### src/rtl/tick_meter_pkg.sv
//------------------------------------------------------------------------------
// Module  : tick_meter_pkg
// Purpose : Shared types and constants for the tick period meter.
//           - meter_state_t : measurement FSM states
//           - SYNC_MAX      : deepest supported input synchronizer
// Revision: 1.0 - initial release
//------------------------------------------------------------------------------
`default_nettype none

package tick_meter_pkg;

    // Deepest input synchronizer the front end will build.
    localparam int SYNC_MAX = 3;

    // IDLE    : disabled, counter and lock cleared
    // ARMED   : waiting for the first edge of a measurement run
    // MEASURE : counting clk cycles between consecutive edges
    typedef enum logic [1:0] {
        IDLE    = 2'd0,
        ARMED   = 2'd1,
        MEASURE = 2'd2
    } meter_state_t;

endpackage : tick_meter_pkg

`default_nettype wire

### src/rtl/sync_rise_detect.sv
//------------------------------------------------------------------------------
// Module  : sync_rise_detect
// Purpose : Brings tick_in into the clk domain through an optional
//           flip-flop chain and flags its rising edges.
// Ports   : clk     - clock
//           rst     - synchronous active-high reset
//           tick_in - asynchronous (or same-clock) pulse input
//           rise    - one-cycle flag: synchronized input went 0 -> 1
// Revision: 1.0 - initial release
//------------------------------------------------------------------------------
`default_nettype none

module sync_rise_detect
    import tick_meter_pkg::*;
#(
    parameter int SYNC_STAGES = 2
) (
    input  logic clk,
    input  logic rst,
    input  logic tick_in,
    output logic rise
);

    // Requests deeper than the supported chain are clamped.
    localparam int c_DEPTH = (SYNC_STAGES > SYNC_MAX) ? SYNC_MAX : SYNC_STAGES;

    logic w_synced;
    logic r_prev;

    generate
        if (c_DEPTH == 0) begin : g_bypass
            // Same-clock source: no metastability protection needed.
            assign w_synced = tick_in;
        end else begin : g_sync
            logic [c_DEPTH-1:0] r_sync;

            always_ff @(posedge clk) begin
                if (rst) begin
                    r_sync <= '0;
                end else begin
                    r_sync[0] <= tick_in;
                    for (int i = 1; i < c_DEPTH; i++) begin
                        r_sync[i] <= r_sync[i-1];
                    end
                end
            end

            assign w_synced = r_sync[c_DEPTH-1];
        end
    endgenerate

    // prev follows the synchronized input at all times (independent of any
    // enable upstream), so a level that is already high never looks like a
    // fresh edge later on.
    always_ff @(posedge clk) begin
        if (rst) begin
            r_prev <= 1'b0;
        end else begin
            r_prev <= w_synced;
        end
    end

    assign rise = w_synced & ~r_prev;

endmodule : sync_rise_detect

`default_nettype wire

### src/rtl/tick_period_meter.sv
//------------------------------------------------------------------------------
// Module  : tick_period_meter
// Purpose : Measures the number of clk cycles between consecutive rising
//           edges of tick_in and reports (gap - 1) through a one-entry
//           valid/ready buffer. Detects loss of tick and a stable period.
// Ports   : clk, rst      - clock, synchronous active-high reset
//           en            - measurement enable
//           tick_in       - pulse/strobe being measured
//           timeout       - max count before loss-of-tick (0 = disabled)
//           period        - measured edge-to-edge gap minus one
//           period_valid  - period holds an unconsumed result
//           period_ready  - consumer accepts period
//           overrun       - pulse: result dropped, buffer full
//           timed_out     - pulse: count reached timeout without an edge
//           locked        - last two captured results were equal
// Revision: 1.0 - initial release
//------------------------------------------------------------------------------
`default_nettype none

module tick_period_meter
    import tick_meter_pkg::*;
#(
    parameter int WIDTH       = 30,
    parameter int SYNC_STAGES = 2
) (
    input  logic             clk,
    input  logic             rst,
    input  logic             en,
    input  logic             tick_in,
    input  logic [WIDTH-1:0] timeout,
    output logic [WIDTH-1:0] period,
    output logic             period_valid,
    input  logic             period_ready,
    output logic             overrun,
    output logic             timed_out,
    output logic             locked
);

    localparam logic [WIDTH-1:0] c_CNT_MAX = {WIDTH{1'b1}};

    meter_state_t     r_state;
    meter_state_t     w_next_state;
    logic [WIDTH-1:0] r_cnt;
    logic [WIDTH-1:0] r_period;
    logic [WIDTH-1:0] r_last;
    logic             r_last_vld;
    logic             r_valid;
    logic             r_overrun;
    logic             r_timed_out;
    logic             r_locked;
    logic             w_rise;
    logic             w_capture;
    logic             w_timeout;

    sync_rise_detect #(
        .SYNC_STAGES (SYNC_STAGES)
    ) u_sync_rise_detect (
        .clk     (clk),
        .rst     (rst),
        .tick_in (tick_in),
        .rise    (w_rise)
    );

    //--------------------------------------------------------------------------
    // FSM
    //--------------------------------------------------------------------------
    always_ff @(posedge clk) begin
        if (rst) begin
            r_state <= IDLE;
        end else begin
            r_state <= w_next_state;
        end
    end

    always_comb begin
        w_next_state = r_state;
        w_capture    = 1'b0;
        w_timeout    = 1'b0;
        case (r_state)
            IDLE: begin
                if (en) begin
                    w_next_state = ARMED;
                end
            end
            ARMED: begin
                // First edge only starts the run; there is no gap yet.
                if (w_rise) begin
                    w_next_state = MEASURE;
                end
            end
            MEASURE: begin
                // An edge beats a timeout landing on the same cycle.
                if (w_rise) begin
                    w_capture = 1'b1;
                end else if ((timeout != '0) && (r_cnt == timeout)) begin
                    w_timeout    = 1'b1;
                    w_next_state = ARMED;
                end
            end
            default: begin
                w_next_state = IDLE;
            end
        endcase
        // Disabling overrides everything, but a capture on this cycle
        // still completes.
        if (!en) begin
            w_next_state = IDLE;
        end
    end

    //--------------------------------------------------------------------------
    // Saturating gap counter: restarts on every edge, holds at all-ones
    //--------------------------------------------------------------------------
    always_ff @(posedge clk) begin
        if (rst) begin
            r_cnt <= '0;
        end else if ((r_state != MEASURE) || w_capture || w_timeout) begin
            r_cnt <= '0;
        end else if (r_cnt != c_CNT_MAX) begin
            r_cnt <= r_cnt + 1'b1;
        end
    end

    //--------------------------------------------------------------------------
    // Output buffer, status pulses and lock compare
    //--------------------------------------------------------------------------
    always_ff @(posedge clk) begin
        if (rst) begin
            r_period    <= '0;
            r_valid     <= 1'b0;
            r_overrun   <= 1'b0;
            r_timed_out <= 1'b0;
            r_locked    <= 1'b0;
            r_last      <= '0;
            r_last_vld  <= 1'b0;
        end else begin
            r_overrun   <= 1'b0;
            r_timed_out <= w_timeout;
            if (w_capture) begin
                if (!r_valid || period_ready) begin
                    r_period <= r_cnt;
                    r_valid  <= 1'b1;
                end else begin
                    r_overrun <= 1'b1;
                end
                // Dropped results still feed the lock comparison so lock
                // tracks the source, not the consumer.
                r_locked   <= r_last_vld && (r_cnt == r_last);
                r_last     <= r_cnt;
                r_last_vld <= 1'b1;
            end else begin
                if (r_valid && period_ready) begin
                    r_valid <= 1'b0;
                end
                // A new run (after idle or loss of tick) starts with no
                // reference result.
                if (w_timeout || (r_state == IDLE)) begin
                    r_locked   <= 1'b0;
                    r_last_vld <= 1'b0;
                end
            end
        end
    end

    assign period       = r_period;
    assign period_valid = r_valid;
    assign overrun      = r_overrun;
    assign timed_out    = r_timed_out;
    assign locked       = r_locked;

endmodule : tick_period_meter

`default_nettype wire

### config.mk
export PLATFORM = sky130hd
export DESIGN_NAME = tick_period_meter
export DESIGN_NICKNAME = d
export VERILOG_FILES = /design/src/rtl/tick_meter_pkg.sv /design/src/rtl/sync_rise_detect.sv /design/src/rtl/tick_period_meter.sv
export SDC_FILE = /design/constraint.sdc
export NUM_CORES = 1
export LEC_CHECK = 0
export BUFFER_PORTS_ARGS = -buffer_cell sky130_fd_sc_hd__buf_4
export CORE_MARGIN = 2
export CORE_UTILIZATION = 55
export DETAILED_ROUTE_END_ITERATION = 10
export PLACE_DENSITY = 0.77
export REMOVE_ABC_BUFFERS = 1
export SYNTH_ARGS = -nofsm -noshare
export SYNTH_HDL_FRONTEND = slang
export SYNTH_SLANG_ARGS = --single-unit
### constraint.sdc
create_clock -name clk -period 4.1 [get_ports clk]
set_input_delay 0.615 -clock clk [delete_from_list [all_inputs] [get_ports clk]]
set_output_delay 0.615 -clock clk [all_outputs]
set_load 0.01 [all_outputs]
== After elaboration in Yosys (flattened, before gate mapping) ==
Cells that the tools add are included.

* Register bits after elaboration: 100
* Output and inout port bits: 34
* Logic and storage cells: 60
* Input bits: 35

* Bitwise operators: 4
* Eq/ne operators: 10
* Mux-type cells: 16
* Add/subtract/negate cells: 1
* Reductions and logical operators: 18

{| class="wikitable"
|+ Operator list
! kind !! number
|-
| == test 30 bit || 2
|-
| adder 30 x 1 -> 30 bit (second input constant) || 1
|-
| inequality test 30 bit (second input constant) || 1
|-
| nonzero test 30 bit || 1
|-
| 2-to-1 mux 1 bit || 12
|-
| 2-to-1 mux 2 bit || 3
|-
| inequality test 2 bit (second input constant) || 3
|-
| case mux 2 bit (3 select lines) || 1
|-
| OR reduction 2 bit || 3
|-
| logical OR 1 bit || 4
|-
| inequality test 2 x 1 -> 1 bit (second input constant) || 2
|-
| AND reduction 2 bit || 2
|-
| nonzero test 2 bit || 2
|-
| logical AND 1 bit || 3
|-
| inverter 1 bit || 3
|-
| AND reduction 3 bit || 1
|-
| == test 2 x 1 -> 1 bit (second input constant) || 1
|-
| == test 2 bit (second input constant) || 1
|-
| zero test 2 bit || 1
|-
| bitwise AND 1 bit || 1
|-
| zero test 1 bit || 1
|}

== Longest topological paths before layout ==
Gate-level depths: netlist of the first run.

* Depth after elaboration: 8
* Gate-level depth with buffers: 7
* Depth with buffers taken out: 6

== Cells and area by module ==
Synthesis of the first run repeated with hierarchy kept, for this count alone.

* Cell total of the unflattened synthesis: 612
* Area, all modules: 4929.7 um2

{| class="wikitable"
|+ By module, submodules not included
! module !! sequential area each (um2) !! area each (um2) !! instances !! cells an instance
|-
| tick_period_meter || 1941.9 || 4842.1 || 1 || 605
|-
| sync_rise_detect || 60.1 || 87.6 || 1 || 7
|}

== Worst setup path after synthesis of the first run ==
No wires, ideal clock.

* Path kind: register to register
* Start point: register r_cnt[15]
* End point: register r_cnt[25]
* Arrival time: 2.046 ns
* Cell stages (with the launch flop): 8
* Period minus slack after synthesis: 2.131 ns
* Path buffers: 2
* Setup slack: 1.969 ns
* Library setup time: 0.086 ns
* Cells stage by stage: dfxtp_1 > buf_4 > and4_4 > nand4_4 > or4_1 > clkbuf_1 > or4_1 > a211oi_1

* Word-level cells in the longest chain between the ends: 7
* Elaborated cells between the ends (all ways): 9
* Those cells by class: add/sub: 1; eq/ne: 2; mux: 3; reduce/logical: 3

{| class="wikitable"
|+ Ends and longest elaborated chain
! what !! line !! text
|-
| from (decl) || tick_period_meter.sv:43 || <nowiki>logic [WIDTH-1:0] r_cnt;</nowiki>
|-
| from (signal assigned) || tick_period_meter.sv:120 || <nowiki>r_cnt <= r_cnt + 1'b1;</nowiki>
|-
| == test 30 bit || tick_period_meter.sv:95 || <nowiki>end else if ((timeout != '0) && (r_cnt == timeout)) begin</nowiki>
|-
| logical AND 1 bit || tick_period_meter.sv:95 ||
|-
| 2-to-1 mux 1 bit || tick_period_meter.sv:95 ||
|-
| 2-to-1 mux 1 bit || tick_period_meter.sv:93 || <nowiki>if (w_rise) begin</nowiki>
|-
| 2-to-1 mux 1 bit || tick_period_meter.sv:79 || <nowiki>case (r_state)</nowiki>
|-
| logical OR 1 bit || tick_period_meter.sv:117 || <nowiki>end else if ((r_state != MEASURE) || w_capture || w_timeout) begin</nowiki>
|-
| OR reduction 2 bit (no source line) || -- ||
|}

Several ways; a longest one is shown, not always the timed one.
A chain may end at the register's enable or synchronous reset.

== Worst setup path after layout of the first run ==
* Start point: register r_cnt[0]
* End point: register r_cnt[3]

The elaborated chain is that of the path after synthesis.

==> metrics.md, run 1 <==
| Metric | Value |
|---|---|
| Clock power frac | `36.8%` |
| Starting Density | `56.84%` |
| Non-Filler Instances | `756` |
| Final-layout fill cell count | `794` |
| Routed len/inst | `17.74 um` |
| Critical Path AT | `3.16 ns` |
| Outcome | `completed` |
| Power Total | `0.001657 W` |
| WL final | `13.41 mm` |
| Post-synth ARST share | `0%` |
| Yosys cell types | `41` |
| 1st-pass router iterations | `5` |
| Final worst-path cycle share | `70.24%` |
| Post-synth EDFFs | `0` |
| TritonCTS Buffers | `9` |
| Mean Syn Cell Area | `8.008 um^2` |
| CTS Root Cell | `clkbuf_8` |
| Initial antenna violation count | `0` |
| Clock Skew | `0.01584 ns` |
| Max_slew headroom | `28.49%` |
| Commonest non-fill, non-tap cell in the layout | `nand2_1` |
| Met3 GRT Util | `4.427%` |
| Static leakage | `1.806 nW` |
| Largest net degree at the start of global routing | `42` |
| Pwr/cell area | `297.8 mW/mm^2` |
| YS warnings | `0` |
| Critical Path RT | `4.38 ns` |
| CTS tree | `yes` |
| Global route hottest layer | `met2` |
| Crit Path Max Fanout | `16` |
| Drt first-iter violations | `340` |
| FMAX | `347.3 MHz` |
| Max Root-Sink Buffers | `2` |
| Routability cong. | `0.9831` |
| Max-Cap Viols | `0` |
| Gate power share | `4.5%` |
| Row count | `34` |
| NetSw | `0.0004042 W` |
| Via density | `6.119` |
| Placed Cells | `740` |
| TritonCTS Sinks | `100` |
| Ports | `69` |
| Pin slew with the least headroom to its limit | `1.070 ns` |
| Crit Path Category | `flop to flop` |
| Seq/Total Area, Yosys | `40.19%` |
| Max Slew Vio Count | `0` |
| Clk Latency, worst-skew pair | `0.37 ns` |
| Layout cells sized above 1 | `15.43%` |
| Post-CTS Setup Repair Bufs | `0` |
| Total congestion overflow | `0` |
| # H-tree levels | `3` |
| Met2 layer usage reported by global route | `44.75%` |
| GRT Util Overall | `27.77%` |
| Die Area | `0.009834 mm^2` |
| Die Wd | `99.17 um` |
| Flop pwr share | `58.8%` |
| First-pass GRT wire length | `21.55 mm` |
| Peak supply drop | `0.1917 mV` |
| Most frequent cells in the layout | `nand2_1 (137), dfxtp_1 (100), buf_4 (72)` |
| Switch share | `24.40%` |
| Final setup viols | `0` |
| Core Footprint | `0.008763 mm^2` |
| Antenna diodes | `0` |
| Fin nets | `679` |
| Hold Fails Final Rpt | `0` |
| Post-synthesis sequential element count | `100` |
| Met1 GRT Util | `37.53%` |
| Drt drc | `0` |
| Hold-fix buffers at CTS | `0` |
| Int Pwr | `0.001253 W` |
| Tmin final | `2.880 ns` |
| Vias in the first global route | `4235` |
| Synth Flop Type | `dfxtp_1` |
| Die Ht | `99.17 um` |
| Synthesized area | `0.004981 mm^2` |
| Setup TNS | `0 ns` |
| Vias | `4626` |
| Area delta synth->final | `11.68%` |
| RSZ-0062 raised after global routing | `false` |
| CP Launch Type | `flop` |
| Antenna viol nets, final | `0` |
| Gate Count Post-Synth | `622` |
| Clock Pin Slew Worst Setup and Hold Paths | `0.10 ns` |
| Crit. End Element | `flop` |
| Post-CTS sizing | `0` |
| Hold crit path type | `input pin to flop` |
| Placed wire-length estimate | `9.586 mm` |
| IO Port Bufs | `68` |
-- state kept, by name, indices dropped and copies added (netlist names) --
signal                            count
period                               30
r_cnt                                30
r_last                               30
r_state                               2
u_sync_rise_detect.g_sync.r_sync      2
locked                                1
overrun                               1
period_valid                          1
r_last_vld                            1
timed_out                             1
u_sync_rise_detect.r_prev             1
-- critical path, cell delays in order (launching register included) --
cell and delay (ns):
dfxtp_1 0.57, ha_1 0.36, nand2_1 0.12, or4_1 0.61, nor3_2 0.70, o21ai_0 0.21, a211oi_1 0.22
-- per-stage QoR --
stage	utilization, %	setup WS (ns)	cell area [um^2]	hold WS, ns
6_report	63.48	1.220	5563	0.4486
4_1_cts	63.48	1.270	5563	0.4423
2_1_floorplan	-	0.9129	4684	0.4138
3_3_place_gp	61.25	1.427	5368	0.4183
3_5_place_dp	61.25	1.264	5368	0.4273
5_1_grt	63.48	0.9827	5563	0.4734
-- cell families after synthesis --
kind of cell | synth area share [%]
mux | 0.4019
xor+xnor | 12.48
simple gates | 26.70
compound gates | 13.41
buf+inv | 6.556
flops | 40.19
fa+ha+maj | 0.2512
-- Yosys cell counts (2+ instances only) --
| master | instances | share of area (%) |
|---|---|---|
| buf_4 | 14 | 2.1 |
| o311ai_0 | 2 | 0.35 |
| nand2b_1 | 6 | 0.75 |
| nand4_1 | 18 | 2.3 |
| nand3_1 | 10 | 1.0 |
| o31ai_1 | 9 | 1.4 |
| or3_1 | 10 | 1.3 |
| or4_1 | 11 | 1.7 |
| and2_1 | 2 | 0.25 |
| nor3_1 | 20 | 2.0 |
| xnor2_1 | 39 | 6.9 |
| xor2_1 | 32 | 5.6 |
| clkbuf_1 | 39 | 2.9 |
| and4_4 | 2 | 0.45 |
| buf_2 | 9 | 0.90 |
| a2111oi_0 | 6 | 1.1 |
| or2_2 | 2 | 0.25 |
| dfxtp_1 | 100 | 40 |
| nand2_1 | 137 | 10 |
| a211oi_1 | 17 | 2.6 |
| o21ai_0 | 8 | 0.80 |
| nor4_1 | 28 | 3.5 |
| nor2b_1 | 4 | 0.50 |
| a21oi_1 | 64 | 6.4 |
| inv_1 | 8 | 0.60 |
| nor2_1 | 9 | 0.68 |
| mux2i_1 | 2 | 0.40 |
-- power by group through the flow --
stage / clock network [W] / logic (W) / registers [W]
5_1_grt: 0.000658 / 0.0000792 / 0.000975
2_1_floorplan: 0 / 0.0000206 / 0.000996
3_5_place_dp: 0 / 0.0000728 / 0.000996
6_report: 0.000609 / 0.0000740 / 0.000974
3_3_place_gp: 0 / 0.0000735 / 0.000996
4_1_cts: 0.000622 / 0.0000731 / 0.000974
-- metal layers --
metal / share of wire (%) / routed length (um)
met3: 7.0 / 936
met5: 0 / 0
met1: 43 / 5801
met4: 2.7 / 361
met2: 47 / 6312
-- area by class of cell --
class | instances | area [um^2] | share of cell area, %
Tap cell | 108 | 135.1 | 2.429
Clock inverter | 6 | 57.56 | 1.035
Timing Repair Buffer | 72 | 540.5 | 9.717
Clock buffer | 10 | 137.6 | 2.474
Sequential cell | 100 | 2002 | 35.99
Multi-Input combinational cell | 452 | 2660 | 47.82
Inverter | 8 | 30.03 | 0.5398
-- worst paths after layout --
kind | start | endpoint | slack (ns) | cells after the start
setup / recovery | r_cnt[0] | r_cnt[3] | 1.22 | 6
setup reg to reg | r_cnt[0] | r_cnt[3] | 1.22 | 6
hold / removal | tick_in | u_sync_rise_detect.g_sync.r_sync[0] | 0.45 | 2
hold reg to reg | u_sync_rise_detect.g_sync.r_sync[0] | u_sync_rise_detect.g_sync.r_sync[1] | 0.45 | 1
No activity file was read; power rests on OpenSTA's default activity.
==> inputs of run 2 (changes only) <==
--- a/config.mk
+++ b/config.mk
@@ -5,11 +5,12 @@
 export SDC_FILE = /design/constraint.sdc
 export NUM_CORES = 1
 export LEC_CHECK = 0
+export ABC_AREA = 1
 export BUFFER_PORTS_ARGS = -buffer_cell sky130_fd_sc_hd__buf_4
 export CORE_MARGIN = 2
-export CORE_UTILIZATION = 55
+export CORE_UTILIZATION = 52
 export DETAILED_ROUTE_END_ITERATION = 10
-export PLACE_DENSITY = 0.77
+export PLACE_DENSITY = 0.76
 export REMOVE_ABC_BUFFERS = 1
 export SYNTH_ARGS = -nofsm -noshare
 export SYNTH_HDL_FRONTEND = slang
==> constraint.sdc (replaced) <==
create_clock -name clk -period 2.35 [get_ports clk]
set_input_delay 0.3525 -clock clk [delete_from_list [all_inputs] [get_ports clk]]
set_output_delay 0.3525 -clock clk [all_outputs]
set_load 0.01 [all_outputs]
==> run 2 against run 1 <==
  * Global-route usage increased by 1.2 points
  * Sequential power up 75%
  * Critical path depth grew 3
  * Critical endpoint is now r_cnt[10]
  * Sequential cell count stayed put
==> metrics.md, run 2 <==
| Metric | Value |
|---|---|
| Critical Path RT | `2.63 ns (was 4.38 ns)` |
| Post-synth ARST share | `0% (unchanged)` |
| Core Footprint | `0.009774 mm^2 (was 0.008763 mm^2)` |
| Crit. End Element | `flop (unchanged)` |
| Post-synthesis mux area share | `0% (was 0.4019%)` |
| Met2 wire len | `7.076 mm (was 6.312 mm)` |
| Clk Latency, worst-skew pair | `0.39 ns (was 0.37 ns)` |
| Tmin final | `2.048 ns (was 2.880 ns)` |
| Routability cong. | `1.030 (was 0.9831)` |
| Post-synthesis simple-gate area fraction | `33.91% (was 26.70%)` |
| Max_slew headroom | `54.38% (was 28.49%)` |
| WL final | `15.11 mm (was 13.41 mm)` |
| Synth Area in Compound Gates | `10.21% (was 13.41%)` |
| Post-synth EDFFs | `0 (unchanged)` |
| # H-tree levels | `3 (unchanged)` |
| Peak supply drop | `0.2725 mV (was 0.1917 mV)` |
| Pwr/cell area | `488.7 mW/mm^2 (was 297.8 mW/mm^2)` |
| Drt drc | `0 (unchanged)` |
| Synth Flop Type | `dfxtp_1 (unchanged)` |
| NetSw | `0.0007394 W (was 0.0004042 W)` |
| FMAX | `488.4 MHz (was 347.3 MHz)` |
| Post-CTS Setup Repair Bufs | `0 (unchanged)` |
| Highest Signal Layer | `met4 (unchanged)` |
| Area delta synth->final | `14.50% (was 11.68%)` |
| Die Wd | `104.2 um (was 99.17 um)` |
| Fin nets | `850 (was 679)` |
| Flop pwr share | `58.2% (was 58.8%)` |
| Routed wl met3 | `802 um (was 936 um)` |
| Critical Path AT | `2.32 ns (was 3.16 ns)` |
| 1st-pass router iterations | `4 (was 5)` |
| Final setup viols | `0 (unchanged)` |
| Hold crit path type | `input pin to flop (unchanged)` |
| Hold-fix buffers at CTS | `0 (unchanged)` |
| Die Ht | `104.2 um (was 99.17 um)` |
| Largest family of logic cells by synthesized area | `simple AND/OR/NAND/NOR gates (unchanged)` |
| Wire length on met1 | `6.776 mm (was 5.801 mm)` |
| Commonest non-fill, non-tap cell in the layout | `nand2_1 (unchanged)` |
| XOR/XNOR Fraction of Synth Area | `6.039% (was 12.48%)` |
| Most frequent cells in the layout | `nand2_1 (154), nor2_1 (130), dfxtp_1 (100) (was nand2_1 (137), dfxtp_1 (100), buf_4 (72))` |
| TritonCTS Sinks | `100 (unchanged)` |
| Final Util | `61.16% (was 63.48%)` |
| Static leakage | `2.590 nW (was 1.806 nW)` |
| Setup ws final | `0.3024 ns (was 1.220 ns)` |
| Antenna viol nets, final | `0 (unchanged)` |
| Placed wire-length estimate | `11.24 mm (was 9.586 mm)` |
| Starting Density | `53.42% (was 56.84%)` |
| CTS Root Cell | `clkbuf_8 (unchanged)` |
| CP Launch Type | `flop (unchanged)` |
| Synth Area in Adders | `0.2396% (was 0.2512%)` |
| Gate power share | `5.2% (was 4.5%)` |
| Count leader, synth | `nand2_1 (unchanged)` |
| Yosys top cell area share | `38.34% (was 40.19%)` |
| Pin slew with the least headroom to its limit | `0.6842 ns (was 1.070 ns)` |
| YS warnings | `0 (unchanged)` |
| IO Port Bufs | `68 (unchanged)` |
| Int Pwr | `0.002182 W (was 0.001253 W)` |
| Yosys cell types | `36 (was 41)` |
| Seq/Total Area, Yosys | `38.34% (was 40.19%)` |
| Antenna diodes | `0 (unchanged)` |
| Initial antenna violation count | `0 (unchanged)` |
| Die Area | `0.01086 mm^2 (was 0.009834 mm^2)` |
| Hold Fails Final Rpt | `0 (unchanged)` |
| Crit Path Max Fanout | `17 (was 16)` |
| Vias | `4979 (was 4626)` |
| Clock power frac | `36.6% (was 36.8%)` |
| Routed len/inst | `15.87 um (was 17.74 um)` |
| Outcome | `completed (unchanged)` |
| Switch share | `25.31% (was 24.40%)` |
| TritonCTS Buffers | `9 (unchanged)` |
| Crit Path Category | `flop to flop (unchanged)` |
| Post-CTS sizing | `0 (unchanged)` |
| Vias in the first global route | `4893 (was 4235)` |
| Via density | `5.230 (was 6.119)` |
| Drt first-iter violations | `296 (was 340)` |
| Max Root-Sink Buffers | `2 (unchanged)` |
| Mean Syn Cell Area | `6.807 um^2 (was 8.008 um^2)` |
| Synthesized area | `0.005221 mm^2 (was 0.004981 mm^2)` |
| Max Slew Vio Count | `0 (unchanged)` |
| Clock Skew | `0.01321 ns (was 0.01584 ns)` |
| Post-synth top cells | `nand2_1 (154), nor2_1 (130), dfxtp_1 (100) (was nand2_1 (137), dfxtp_1 (100), a21oi_1 (64))` |
| Largest net degree at the start of global routing | `61 (was 42)` |
| Max-Cap Viols | `0 (unchanged)` |
| Clock Pin Slew Worst Setup and Hold Paths | `0.10 ns (about the same)` |
| GRT Util Overall | `29.00% (was 27.77%)` |
| Row count | `36 (was 34)` |
| Final worst-path cycle share | `87.13% (was 70.24%)` |
| Gate Count Post-Synth | `767 (was 622)` |
| Layout cells sized above 1 | `15.63% (was 15.43%)` |
| Ports | `69 (unchanged)` |
| Total congestion overflow | `0 (unchanged)` |
| Place WS | `0.3221 ns (was 1.264 ns)` |
| RSZ-0062 raised after global routing | `false (unchanged)` |
| First-pass GRT wire length | `24.78 mm (was 21.55 mm)` |
| Synth area leader | `dfxtp_1 (unchanged)` |
| Top post-synthesis cells by area | `dfxtp_1 (38%), nand2_1 (11%), nor2_1 (9.3%) (was dfxtp_1 (40%), nand2_1 (10%), xnor2_1 (6.9%))` |
| Post-synthesis sequential element count | `100 (unchanged)` |
| CTS tree | `yes (unchanged)` |
run 2: cell count changes after synthesis, sizes merged, moves of 13 or more:
| cell | before | now |
|---|---|---|
| a221oi | 0 | 13 |
| xnor2 | 39 | 7 |
| nor2 | 9 | 136 |
| nand2 | 137 | 160 |
| inv | 8 | 101 |
| nor3 | 21 | 35 |
| a21oi | 64 | 46 |
| clkbuf | 39 | 22 |
| nand3 | 11 | 45 |
| nor4 | 28 | 3 |
run 2: layout make-up:
type                            instances  area (um^2)
Clock buffer                           10        137.6
Clock inverter                          6        48.80
Fill cell                             949         3796
Inverter                              101        379.1
Multi-Input combinational cell        522         2631
Sequential cell                       100         2002
Tap cell                              133        166.4
Timing Repair Buffer                   80        613.1
run 2: critical path, cell delays in order (launching register included):
cell and delay (ns):
dfxtp_1 0.47, ha_1 0.31, nand4_4 0.14, nor2_4 0.17
nand3_2 0.16, nor2_4 0.16, nand2_4 0.15, nand2_1 0.15
xor2_1 0.16, nor2_1 0.06
run 2: logic make-up after synthesis:
| logic type | Yosys count |
|---|---|
| flip-flops | 100 |
| adder cells (fa/ha/maj) | 1 |
| AND/OR/NAND/NOR | 398 |
| buffers and inverters | 145 |
| AO/OA/AOI/OAI | 87 |
| XOR/XNOR | 36 |
run 2: final timing paths:
path                            depth (start not counted)                                   to                                 from  slack [ns]
worst min register to register                          2  u_sync_rise_detect.g_sync.r_sync[1]  u_sync_rise_detect.g_sync.r_sync[0]        0.41
worst max-delay path                                    9                            r_cnt[10]                             r_cnt[1]        0.30
worst min-delay path                                    3  u_sync_rise_detect.g_sync.r_sync[0]                              tick_in        0.17
worst max register to register                          9                            r_cnt[10]                             r_cnt[1]        0.30
run 2: metal layers:
metal | vias to the layer above | global-route usage, %
met5 | - | 0
met4 | 0 | 13.22
met3 | 31 | 4.010
met2 | 164 | 48.59
met1 | 2273 | 37.10
li1 | 2511 | -
run 2: power groups by stage:
stage          clock network [W]  registers [W]   logic, W
2_1_floorplan                  0        0.00174  0.0000557
3_3_place_gp                   0        0.00174   0.000148
3_5_place_dp                   0        0.00174   0.000149
4_1_cts                  0.00109        0.00170   0.000150
5_1_grt                  0.00115        0.00170   0.000169
6_report                 0.00107        0.00170   0.000152
run 2: per-stage QoR:
step           instance area, um^2  hold slack (ns)  cells  total power, W  setup TNS [ns]
6_report                      5978           0.1667    952        0.002922               0
3_5_place_dp                  5792           0.4030    936        0.001888               0
5_1_grt                       5978           0.1770    952        0.003022               0
2_1_floorplan                 5012           0.3883    723        0.001794          -8.357
3_3_place_gp                  5792           0.3894    936        0.001886               0
4_1_cts                       5978           0.1526    952        0.002944               0
